**src/rtl/fifo_rd_stream_pkg.sv**
```systemverilog
// Shared parameter helpers for the FIFO-read-port to valid/ready stream adapter.
package fifo_rd_stream_pkg;

  function automatic bit rd_latency_legal(input int lat);
    return (lat == 1) || (lat == 2);
  endfunction

  function automatic int level_width(input int depth);
    return $clog2(depth + 1);
  endfunction

  function automatic int ptr_width(input int depth);
    return (depth > 1) ? $clog2(depth) : 1;
  endfunction

endpackage

```
**src/rtl/fifo_rd_stream_skid_ring.sv**
```systemverilog
// Wrapping ring buffer with a registered head word; depth need not be a power of two.
module skid_ring
  import fifo_rd_stream_pkg::*;
#(
  parameter int DATA_WIDTH = 8,
  parameter int DEPTH      = 4
) (
  input  logic                  clk,
  input  logic                  rst_n,
  input  logic                  push_i,
  input  logic [DATA_WIDTH-1:0] wdata_i,
  input  logic                  pop_i,
  input  logic                  clear_i,
  output logic [DATA_WIDTH-1:0] head_data_o
);

  localparam int PW = ptr_width(DEPTH);
  localparam logic [PW-1:0] LAST = PW'(DEPTH - 1);

  logic [DATA_WIDTH-1:0] mem_q [DEPTH];
  logic [PW-1:0]         head_q, head_d;
  logic [PW-1:0]         tail_q, tail_d;
  logic [DATA_WIDTH-1:0] head_data_q, head_data_d;

  function automatic logic [PW-1:0] ptr_inc(input logic [PW-1:0] p);
    return (p == LAST) ? '0 : p + PW'(1);
  endfunction

  always_comb begin
    head_d = head_q;
    tail_d = tail_q;
    if (clear_i) begin
      head_d = '0;
      tail_d = '0;
    end else begin
      if (pop_i)  head_d = ptr_inc(head_q);
      if (push_i) tail_d = ptr_inc(tail_q);
    end
    // The word landing this edge may itself become the new head.
    head_data_d = mem_q[head_d];
    if (push_i && !clear_i && (head_d == tail_q)) head_data_d = wdata_i;
  end

  always_ff @(posedge clk or negedge rst_n) begin
    if (!rst_n) begin
      head_q      <= '0;
      tail_q      <= '0;
      head_data_q <= '0;
    end else begin
      head_q      <= head_d;
      tail_q      <= tail_d;
      head_data_q <= head_data_d;
    end
  end

  always_ff @(posedge clk) begin
    if (push_i && !clear_i) mem_q[tail_q] <= wdata_i;
  end

  assign head_data_o = head_data_q;

endmodule

```
**src/rtl/fifo_rd_stream.sv**
```systemverilog
// Prefetching adapter from a standard-mode fifo_sync read port to a valid/ready stream.
module fifo_rd_stream
  import fifo_rd_stream_pkg::*;
#(
  parameter int DATA_WIDTH = 8,
  parameter int RD_LATENCY = 1,
  parameter int SKID_DEPTH = 4
) (
  input  logic                               clk,
  input  logic                               rst_n,
  input  logic [DATA_WIDTH-1:0]              fifo_rd_data,
  output logic                               fifo_rd_en,
  input  logic                               fifo_empty,
  input  logic                               fifo_ready,
  input  logic                               flush,
  output logic [DATA_WIDTH-1:0]              rd_data,
  output logic                               rd_valid,
  input  logic                               rd_ready,
  output logic [level_width(SKID_DEPTH)-1:0] level
);

  localparam int LW  = level_width(SKID_DEPTH);
  localparam int IFW = $clog2(RD_LATENCY + 1);
  localparam int CW  = LW + 1;

  if (!rd_latency_legal(RD_LATENCY) || (SKID_DEPTH < RD_LATENCY + 1)) begin : g_bad_cfg
    $fatal(1, "fifo_rd_stream: illegal RD_LATENCY/SKID_DEPTH combination");
  end

  logic [LW-1:0]         occ_q, occ_d;
  logic [IFW-1:0]        inflight_q, inflight_d;
  logic [RD_LATENCY-1:0] tag_q, tag_d;
  logic [RD_LATENCY-1:0] issue_q, issue_d;
  logic                  rd_valid_q, rd_valid_d;
  logic                  credit_ok, issue, capture, pop;

  // Pops do not return credit in the same cycle; this keeps the check purely registered.
  assign credit_ok = ({1'b0, occ_q} + CW'(inflight_q)) < CW'(SKID_DEPTH);
  assign issue     = rst_n & fifo_ready & ~fifo_empty & ~flush & credit_ok;
  assign capture   = tag_q[RD_LATENCY-1] & ~flush;
  assign pop       = rd_valid_q & rd_ready;

  // issue_q retires every read for credit; tag_q is wiped by flush so stale data is dropped.
  always_comb begin
    issue_d    = RD_LATENCY'({issue_q, issue});
    tag_d      = flush ? '0 : RD_LATENCY'({tag_q, issue});
    inflight_d = inflight_q + IFW'(issue) - IFW'(issue_q[RD_LATENCY-1]);
    occ_d      = flush ? '0 : occ_q + LW'(capture) - LW'(pop);
    rd_valid_d = (occ_d != '0);
  end

  always_ff @(posedge clk or negedge rst_n) begin
    if (!rst_n) begin
      occ_q      <= '0;
      inflight_q <= '0;
      tag_q      <= '0;
      issue_q    <= '0;
      rd_valid_q <= 1'b0;
    end else begin
      occ_q      <= occ_d;
      inflight_q <= inflight_d;
      tag_q      <= tag_d;
      issue_q    <= issue_d;
      rd_valid_q <= rd_valid_d;
    end
  end

  skid_ring #(
    .DATA_WIDTH(DATA_WIDTH),
    .DEPTH     (SKID_DEPTH)
  ) u_ring (
    .clk        (clk),
    .rst_n      (rst_n),
    .push_i     (capture),
    .wdata_i    (fifo_rd_data),
    .pop_i      (pop),
    .clear_i    (flush),
    .head_data_o(rd_data)
  );

  assign fifo_rd_en = issue;
  assign rd_valid   = rd_valid_q;
  assign level      = occ_q;

endmodule

```
**config.mk**
```make
export PLATFORM = sky130hd
export DESIGN_NAME = fifo_rd_stream
export DESIGN_NICKNAME = d
export VERILOG_FILES = /design/src/rtl/fifo_rd_stream_pkg.sv /design/src/rtl/fifo_rd_stream_skid_ring.sv /design/src/rtl/fifo_rd_stream.sv
export SDC_FILE = /design/constraint.sdc
export NUM_CORES = 1
export LEC_CHECK = 0
export ABC_AREA = 1
export CAP_MARGIN = 20
export CORE_UTILIZATION = 30
export CTS_CLUSTER_SIZE = 24
export DETAILED_ROUTE_END_ITERATION = 6
export DONT_BUFFER_PORTS = 1
export PLACE_DENSITY = 0.48
export SETUP_SLACK_MARGIN = 0.02
export SYNTH_ARGS = -nofsm -noshare
export SYNTH_HDL_FRONTEND = slang
export SYNTH_SLANG_ARGS = --single-unit
```
**constraint.sdc**
```tcl
create_clock -name clk -period 3.7 [get_ports clk]
set_input_delay 0.74 -clock clk [delete_from_list [all_inputs] [get_ports clk]]
set_output_delay 0.74 -clock clk [all_outputs]
set_load 0.01 [all_outputs]
```
### After elaboration in Yosys (flattened, before gate mapping)

Memory sizes are Yosys's and may differ from the RTL's. A register that Yosys moved wholly into a read port is not among the register bits.
Index checks and enable logic that the tools add are counted.

* bits in writable memories: 32
* output and inout port bits: 13
* bits of input ports: 14
* memories kept: 1
* word-level logic and storage cells: 41
* register bits after elaboration: 11

Memories
* u_ring.mem_q: depth 4, width 8, read ports 1, clocked after memory_dff 1, write ports 1, line fifo_rd_stream_skid_ring.sv:20 `logic [DATA_WIDTH-1:0] mem_q [DEPTH];`

* reductions and logical operators: 5
* multiplexer cells: 10
* magnitude comparators: 1
* equality and inequality tests: 2
* add/subtract/negate cells: 7
* bitwise logic cells: 8

Operators with widths (count)
* $mux 2: 6
* $and 1x1->1: 6
* $add 2x1->2 const B: 2
* $add 3x1->4: 1
* $eq 2x2->1 const B: 2
* $lt 4x3->1 const B: 1
* $add 3x1->3: 1
* $mux 1: 3
* $mux 3: 1
* $reduce_bool 3->1: 1
* $sub 3x1->3: 1
* $logic_not 1->1: 2
* $not 1->1: 2
* $reduce_bool 2->1: 1
* $add 1x1->1: 1
* $logic_and 1x1->1: 1
* $sub 1x1->1: 1

### Longest topological paths before layout

* word-level depth: 6
* mapped depth: 11
* gate-level depth less buffers: 11

### By module

Synthesis repeated with hierarchy kept, for this count alone.

* cells, all modules: 229
* area, all modules: 2422.3 sq um

By module, submodules not included
* skid_ring: cells an instance 183, sequential area each 1261.2 sq um, times used 1, area each 2038.2 sq um
* fifo_rd_stream: cells an instance 46, sequential area each 175.2 sq um, times used 1, area each 384.1 sq um

### Least setup slack after synthesis

Ideal clock, no wire load.

* kind: input-to-reg
* from: input flush
* to: register rd_valid_q (netlist: rd_valid)
* arrival time: 2.467 ns
* buffers on the path: 0
* library setup time: 0.131 ns
* setup slack: 1.102 ns
* stages on the path: 9
* data required time: 3.569 ns
* cells stage by stage: nor2_1 inv_2 ha_1 inv_1 ha_1 inv_1 fa_1 o21a_1 or3_1

* cells in the longest elaborated chain, start to end: 6

Ends and longest elaborated chain
* start: declaration: line fifo_rd_stream.sv:15 `input logic flush,`
* $not 1->1: line fifo_rd_stream.sv:40 `assign capture = tag_q[RD_LATENCY-1] & ~flush;`
* $and 1x1->1: line fifo_rd_stream.sv:40
* $add 3x1->3: line fifo_rd_stream.sv:48 `occ_d = flush ? '0 : occ_q + LW'(capture) - LW'(pop);`
* $sub 3x1->3: line fifo_rd_stream.sv:48
* $mux 3 (*): line fifo_rd_stream.sv:48
* via occ_d[2]: line fifo_rd_stream.sv:30 `logic [LW-1:0] occ_q, occ_d;`
* $reduce_bool 3->1 (*): line fifo_rd_stream.sv:49 `rd_valid_d = (occ_d != '0);`
* via rd_valid_d: line fifo_rd_stream.sv:34 `logic rd_valid_q, rd_valid_d;`
* end signal: assignment: line fifo_rd_stream.sv:64 `rd_valid_q <= rd_valid_d;`
* end: declaration: line fifo_rd_stream.sv:34

The timed path passes the listed nets; every way through them passes the cells marked *.
A chain may end at the register's enable or synchronous reset.

### Worst setup path after layout

Ends and elaborated chain as after synthesis.

==> impl_metrics.csv <==
group,metric,value,unit
critical_path,critical_path.top_delay_family,"adder cells",
power_and_ir_drop,p_sw_share,31.8,%
floorplan,core_area,7690,sq um
clocking,cts.repair.resized,0,
synthesis,synth_area,2380,sq um
floorplan,die-area,8300,sq um
hold_path,hp-class,"in2async",
critical_path,crit_buf_inv,3,
power_and_ir_drop,p_comb_share,19.7,%
sta,fmax,421,MHz
critical_path,end_kind,"flip-flop",
power_and_ir_drop,p_clk_share,27.9,%
power_and_ir_drop,p_int,0.968,mW
synthesis,post_synth.cell_area_avg,10.0,sq um
global_route,grt_pass1_vias,1461,
floorplan,ios,27,
synthesis,syn_inst,238,
detailed_routing,postRouteAntennaNets,0,
clocking,tritoncts,"yes",
detailed_routing,drc,0,
detailed_routing,viasPerCell,4.40,
finish,area_growth,9.03,%
global_route,grt_antenna_before_repair,0,
finish,drive_gt1_share,8.20,%
critical_path,slowest_delay,370,ps
clocking,postCtsSetupRepairBufs,0,
floorplan,start_util,31.0,%
sta,setup_viol_count_final,0,
global_route,grt_pass1_wl,7820,microns
power_and_ir_drop,power.switching,0.451,mW
sta,grt_setup_unrepaired,"no",
power_and_ir_drop,powerDensity,546,nW/um^2
finish,nets,266,
sta,post-route-period-util,64.2,%
flow_run,max-cap-violations,0,
sta,fin_tns_setup,0,ps
sta,period_minus_slack,2380,ps
finish,mostFrequentLayoutCell,"nand2_1",
critical_path,worst_ep_required_time,3900,ps
detailed_routing,drt-total-wl,4750,microns
clocking,root_buffer,"clkbuf_8",
power_and_ir_drop,seq_power_share,52.4,%
detailed_routing,vias,1524,
place,portBuffers,0,
clocking,clockBufferDepth,2,
sta,slew_violations,0,
sta,relSlewSlack,37.3,%
synthesis,ys.warnings.count,0,
place,gp_congestion,0.765,
synthesis,seq_area_frac_synth,60.3,%
clocking,clock_sinks,51,
critical_path,critPathLaunchType,"input port",
finish,nFillCells,804,
synthesis,postSynth.asyncResetShare,37.3,%
finish,final_core_utilization,33.8,%
critical_path,crit_arrival,2570,ps
power_and_ir_drop,p_leak,1.19,nW
floorplan,die_w,91.1,microns
synthesis,yosysTopAreaCellShare,40.3,%
finish,final_cell_mix,"64 x nand2_1, 50 x inv_1, 32 x edfxtp_1",
synthesis,ys_types,23,
critical_path,path_cells,"nor2_1, inv_2, ha_1, inv_1, ha_1, inv_1, fa_1, o21a_1, or3_1",
critical_path,cp_max_fo,7,
synthesis,synth_ff_type,"edfxtp_1",
floorplan,die_h,91.1,microns
clocking,hold_buffers,0,
finish,n_antenna_cell,0,
synthesis,synth_area_leaders,"edfxtp_1 40%, dfrtp_1 20%, nand2_1 10%",
synthesis,synth-seq-cells,51,
critical_path,regToRegSetupSlack,1390,ps
place,dp.final_hpwl,3020,microns
global_route,grt_usage,12.9,%
synthesis,synth_edf_count,32,
sta,clock_skew,10.8,ps
global_route,grt_max_degree,21,
sta,worst_pin_slew,936,ps
synthesis,syn_nets,261,
clocking,clkTransAtPathRegs,100,ps
synthesis,yosysTopAreaCell,"edfxtp_1",
power_and_ir_drop,ir_drop,0.227,mV
outcome,status,"finished, final reports clean",
power_and_ir_drop,finalPower,1.42,mW
detailed_routing,wl_per_cell,13.7,microns
critical_path,crit_slowest_cell,"fa_1",
detailed_routing,drtPass1Iterations,4,
clocking,clkLatencyLatePin,310,ps
clocking,cts_max_level,2,
global_route,grt_overflow,0,
clocking,cts_buffers,5,
floorplan,rows,32,
sta,final_hold_viol_count,0,
critical_path,crit_type,"in2reg",
detailed_routing,drt-initial-drc-count,92,
==> metal layers <==
layer	vias up	wire length (microns)	global-route usage, %
met1	722	2100	15.2
met3	7	243	4.19
li1	765	-	-
met4	0	76	4.63
met5	-	0	0
met2	30	2330	22.0
==> synth_stat cells, types with 2 or more instances <==
cell / instances
nor2_4: 2
nand2_2: 4
nand4_1: 9
o21ai_0: 2
inv_2: 3
nand3_1: 22
nor2_1: 10
dfrtp_1: 19
nand2_1: 64
ha_1: 8
edfxtp_1: 32
a21oi_1: 2
buf_6: 2
inv_1: 50
==> power by group through the flow <==
stage	clock, mW	combinational, mW	sequential [mW]
floorplan	0	0.232	0.743
global placement	0	0.283	0.758
detailed placement	0	0.284	0.759
CTS	0.407	0.286	0.746
global route	0.428	0.327	0.755
finish	0.396	0.280	0.743
==> registers in the layout, indices dropped and copies added (netlist names) <==
register,count
u_ring.head_q,2
u_ring.head_data_o,8
u_ring.mem_q,32
u_ring.tail_q,2
level,3
tag_q,1
issue_q,1
rd_valid,1
inflight_q,1
==> cell families (layout without fill, tap and decap cells) <==
kind of cell,after synthesis,count (layout),share of synthesized area [%]
AO/OA/AOI/OAI,6,6,1.84
adder cells (fa/ha/maj),9,9,5.04
flip-flops,51,51,60.3
XOR/XNOR,2,2,0.735
AND/OR/NAND/NOR,115,115,22.8
buffers and inverters,55,61,9.30
==> worst reg2reg max path: cells and delay by family (launching register included) <==
family,cells,cell delay (ps)
compound gates,1,190
fa+ha+maj,3,800
buf+inv,4,290
flops,1,330
simple gates,2,610
==> final timing paths <==
path                            depth (start not counted)   from                     to
worst max register to register                         10  tag_q               rd_valid
worst max-delay path                                    9  flush               rd_valid
worst min-delay path                                    0  rst_n  u_ring.head_data_o[1]
max in group asynchronous                               0  rst_n       u_ring.tail_q[1]
worst min register to register                          3  tag_q       u_ring.tail_q[0]
min in group clk                                        1  flush               level[1]
==> layout make-up <==
type / instances / area, sq um / share of cell area [%]
multi-input combinational: 132 / 724 / 27.9
inverter: 53 / 199 / 7.66
clock buffer: 6 / 72.6 / 2.79
clock inverter: 2 / 37.5 / 1.45
sequential: 51 / 1440 / 55.3
tap: 102 / 128 / 4.91
==> metrics by stage <==
step | hold slack, ps | area (sq um) | std cells | worst slack [ps]
4_1_cts | 97.1 | 2600 | 346 | 1320
2_1_floorplan | 444 | 2380 | 238 | 1100
3_3_place_gp | 445 | 2490 | 338 | 1030
6_report | 109 | 2600 | 346 | 1320
3_5_place_dp | 445 | 2490 | 338 | 1010
5_1_grt | 80.8 | 2600 | 346 | 1220
Note: power is estimated with default switching activity, not from simulation.
==> RTL change: new RTL, same settings <==
`head_data_q` no longer has a reset.
--- a/src/rtl/fifo_rd_stream_skid_ring.sv
+++ b/src/rtl/fifo_rd_stream_skid_ring.sv
@@ -46,10 +46,12 @@
       head_q      <= '0;
       tail_q      <= '0;
-      head_data_q <= '0;
     end else begin
       head_q      <= head_d;
       tail_q      <= tail_d;
-      head_data_q <= head_data_d;
     end
+  end
+
+  always_ff @(posedge clk) begin
+    head_data_q <= head_data_d;
   end
 
Behaviour: differs if rst_n is asserted again (counterexample within 4 cycles, from zero or initial values and one cycle with rst_n low); with rst_n held inactive, the same outputs for 10 cycles.
==> RTL change against the unedited design <==
Wire length decreased by 30%; design area decreased by 22%; clock power decreased by 12%; highest routed layer unchanged; synthesized cell count decreased by 36%; utilization increased by 0.31 points; die area decreased by 22%; register-to-register slack improved by 190 ps; fmax decreased by 0.74%; synthesized area decreased by 22%; critical endpoint is now rd_data[6]; worst setup slack got worse by 18 ps; sequential cell count decreased by 6; global-route usage decreased by 1.5 points; total power decreased by 16%.
==> RTL change: results (changes against the unedited design) <==
=================================================================================================
Number of nets produced by synthesis ...............................................          175   was 261
Worst slack, placed ................................................................      1190 ps   was 1010 ps
Filler instances ...................................................................          605   was 804
Clk Latency, worst-skew pair .......................................................       290 ps   was 310 ps
Crit Path Max Fanout ...............................................................           17   was 7
Data arrival time of the critical path .............................................      1650 ps   was 2570 ps
Post-synth ARST share ..............................................................        0.244   was 0.373
Max rail drop VDD ..................................................................     0.241 mV   was 0.227 mV
Pin count of the biggest net entering global routing ...............................           18   was 21
Clock Pin Slew Worst Setup and Hold Paths ..........................................        80 ps   was 100 ps
Clock skew after layout ............................................................      6.68 ps   was 10.8 ps
Leading post-synthesis cells by cell area .......................................... sky130_fd_sc_hd__edfxtp_1 52%, sky130_fd_sc_hd__dfrtp_1 15%, sky130_fd_sc_hd__nor2_1 5.7%, sky130_fd_sc_hd__ha_1 5.4%, sky130_fd_sc_hd__o21ai_0 4.6%   was sky130_fd_sc_hd__edfxtp_1 40%, sky130_fd_sc_hd__dfrtp_1 20%, sky130_fd_sc_hd__nand2_1 10%, sky130_fd_sc_hd__inv_1 7.9%, sky130_fd_sc_hd__nand3_1 4.6%
Worst R2R Start .................................................................... rd_valid$_DFF_PN0_   was tag_q$_DFF_PN0_
Reg-to-reg setup timing slack ......................................................      1580 ps   was 1390 ps
Worst-margin pin slew ..............................................................       848 ps   was 936 ps
Aggregate global-route resource usage ..............................................        0.114   was 0.129
Final-layout worst hold slack ......................................................       133 ps   was 109 ps
Outcome ............................................................................ finished, final reports clean   unchanged
Number of distinct library cell variants in the gate-level netlist after synthesis .           21   was 23
Grt met1 use .......................................................................        0.104   was 0.152
Total length of routed wires .......................................................      3320 µm   was 4750 µm
DP Wirelength ......................................................................      2290 µm   was 3020 µm
Top cell types by occurrence after synthesis ....................................... 32 x sky130_fd_sc_hd__edfxtp_1, 28 x sky130_fd_sc_hd__nor2_1, 17 x sky130_fd_sc_hd__inv_1, 17 x sky130_fd_sc_hd__o21ai_0, 11 x sky130_fd_sc_hd__dfrtp_1   was 64 x sky130_fd_sc_hd__nand2_1, 50 x sky130_fd_sc_hd__inv_1, 32 x sky130_fd_sc_hd__edfxtp_1
Total via count after detailed routing .............................................         1077   was 1524
Sequential fraction of the synthesis area ..........................................        0.688   was 0.603
=================================================================================================
## RTL change: cell count changes after synthesis, moves of 7 or more
| cell | delta |
|---|---|
| sky130_fd_sc_hd__inv_1 | -33 |
| sky130_fd_sc_hd__nand2_1 | -54 |
| sky130_fd_sc_hd__nand3_1 | -19 |
| sky130_fd_sc_hd__dfrtp_1 | -8 |
| sky130_fd_sc_hd__o22ai_1 | +9 |
| sky130_fd_sc_hd__nor2_1 | +18 |
| sky130_fd_sc_hd__nand4_1 | -7 |
| sky130_fd_sc_hd__o21ai_0 | +15 |
## RTL change: cells by family (layout without fill, tap and decap cells)
logic type,count (synthesis),count (layout),synth area share
compound gates,29,29,0.0870
xor+xnor,1,1,0.00472
fa+ha+maj,9,9,0.0647
buf+inv,21,26,0.0506
flops,45,45,0.688
simple gates,47,47,0.105
## RTL change: worst max-delay path by stage
stage / depth (start not counted) / slack, ps / endpoint
final: 3 / 1310 / rd_data[6]
after floorplan: 9 / 1330 / rd_valid$_DFF_PN0_
after global routing: 3 / 1160 / rd_data[0]
after detailed placement: 10 / 1190 / rd_valid$_DFF_PN0_
after CTS: 3 / 1270 / rd_data[6]
after global placement: 9 / 1250 / rd_valid$_DFF_PN0_
## RTL change: power breakdown
| group | internal [mW] | switching (mW) | leakage [nW] | total, mW |
|---|---|---|---|---|
| Combinational | 0.0748 | 0.130 | 0.292 | 0.205 |
| Clock | 0.196 | 0.152 | 0.0540 | 0.349 |
| Sequential | 0.578 | 0.0657 | 0.450 | 0.644 |
## RTL change: metal layers
layer / vias up / routed length, µm
li1: 528 / -
met4: 0 / 42
met1: 514 / 1270
met2: 29 / 1740
met5: - / 0
met3: 6 / 265
## RTL change: through the flow
stage	total power, mW	area (µm²)	util
2_1_floorplan	0.813	1860	-
3_3_place_gp	0.852	1930	0.324
3_5_place_dp	0.864	1930	0.324
4_1_cts	1.21	2030	0.341
5_1_grt	1.26	2030	0.341
6_report	1.20	2030	0.341
## RTL change: area by class of cell
cell class,instances,area share
sequential,45,0.628
multi-input combinational,86,0.239
tap,75,0.0462
inverter,19,0.0351
clock buffer,5,0.0339
clock inverter,2,0.0173
## RTL change: critical path, cell delays in order (launching register included)
cell	delay (ps)
sky130_fd_sc_hd__dfxtp_1	700
sky130_fd_sc_hd__inv_2	270
sky130_fd_sc_hd__o21ai_0	240
sky130_fd_sc_hd__o22ai_1	150
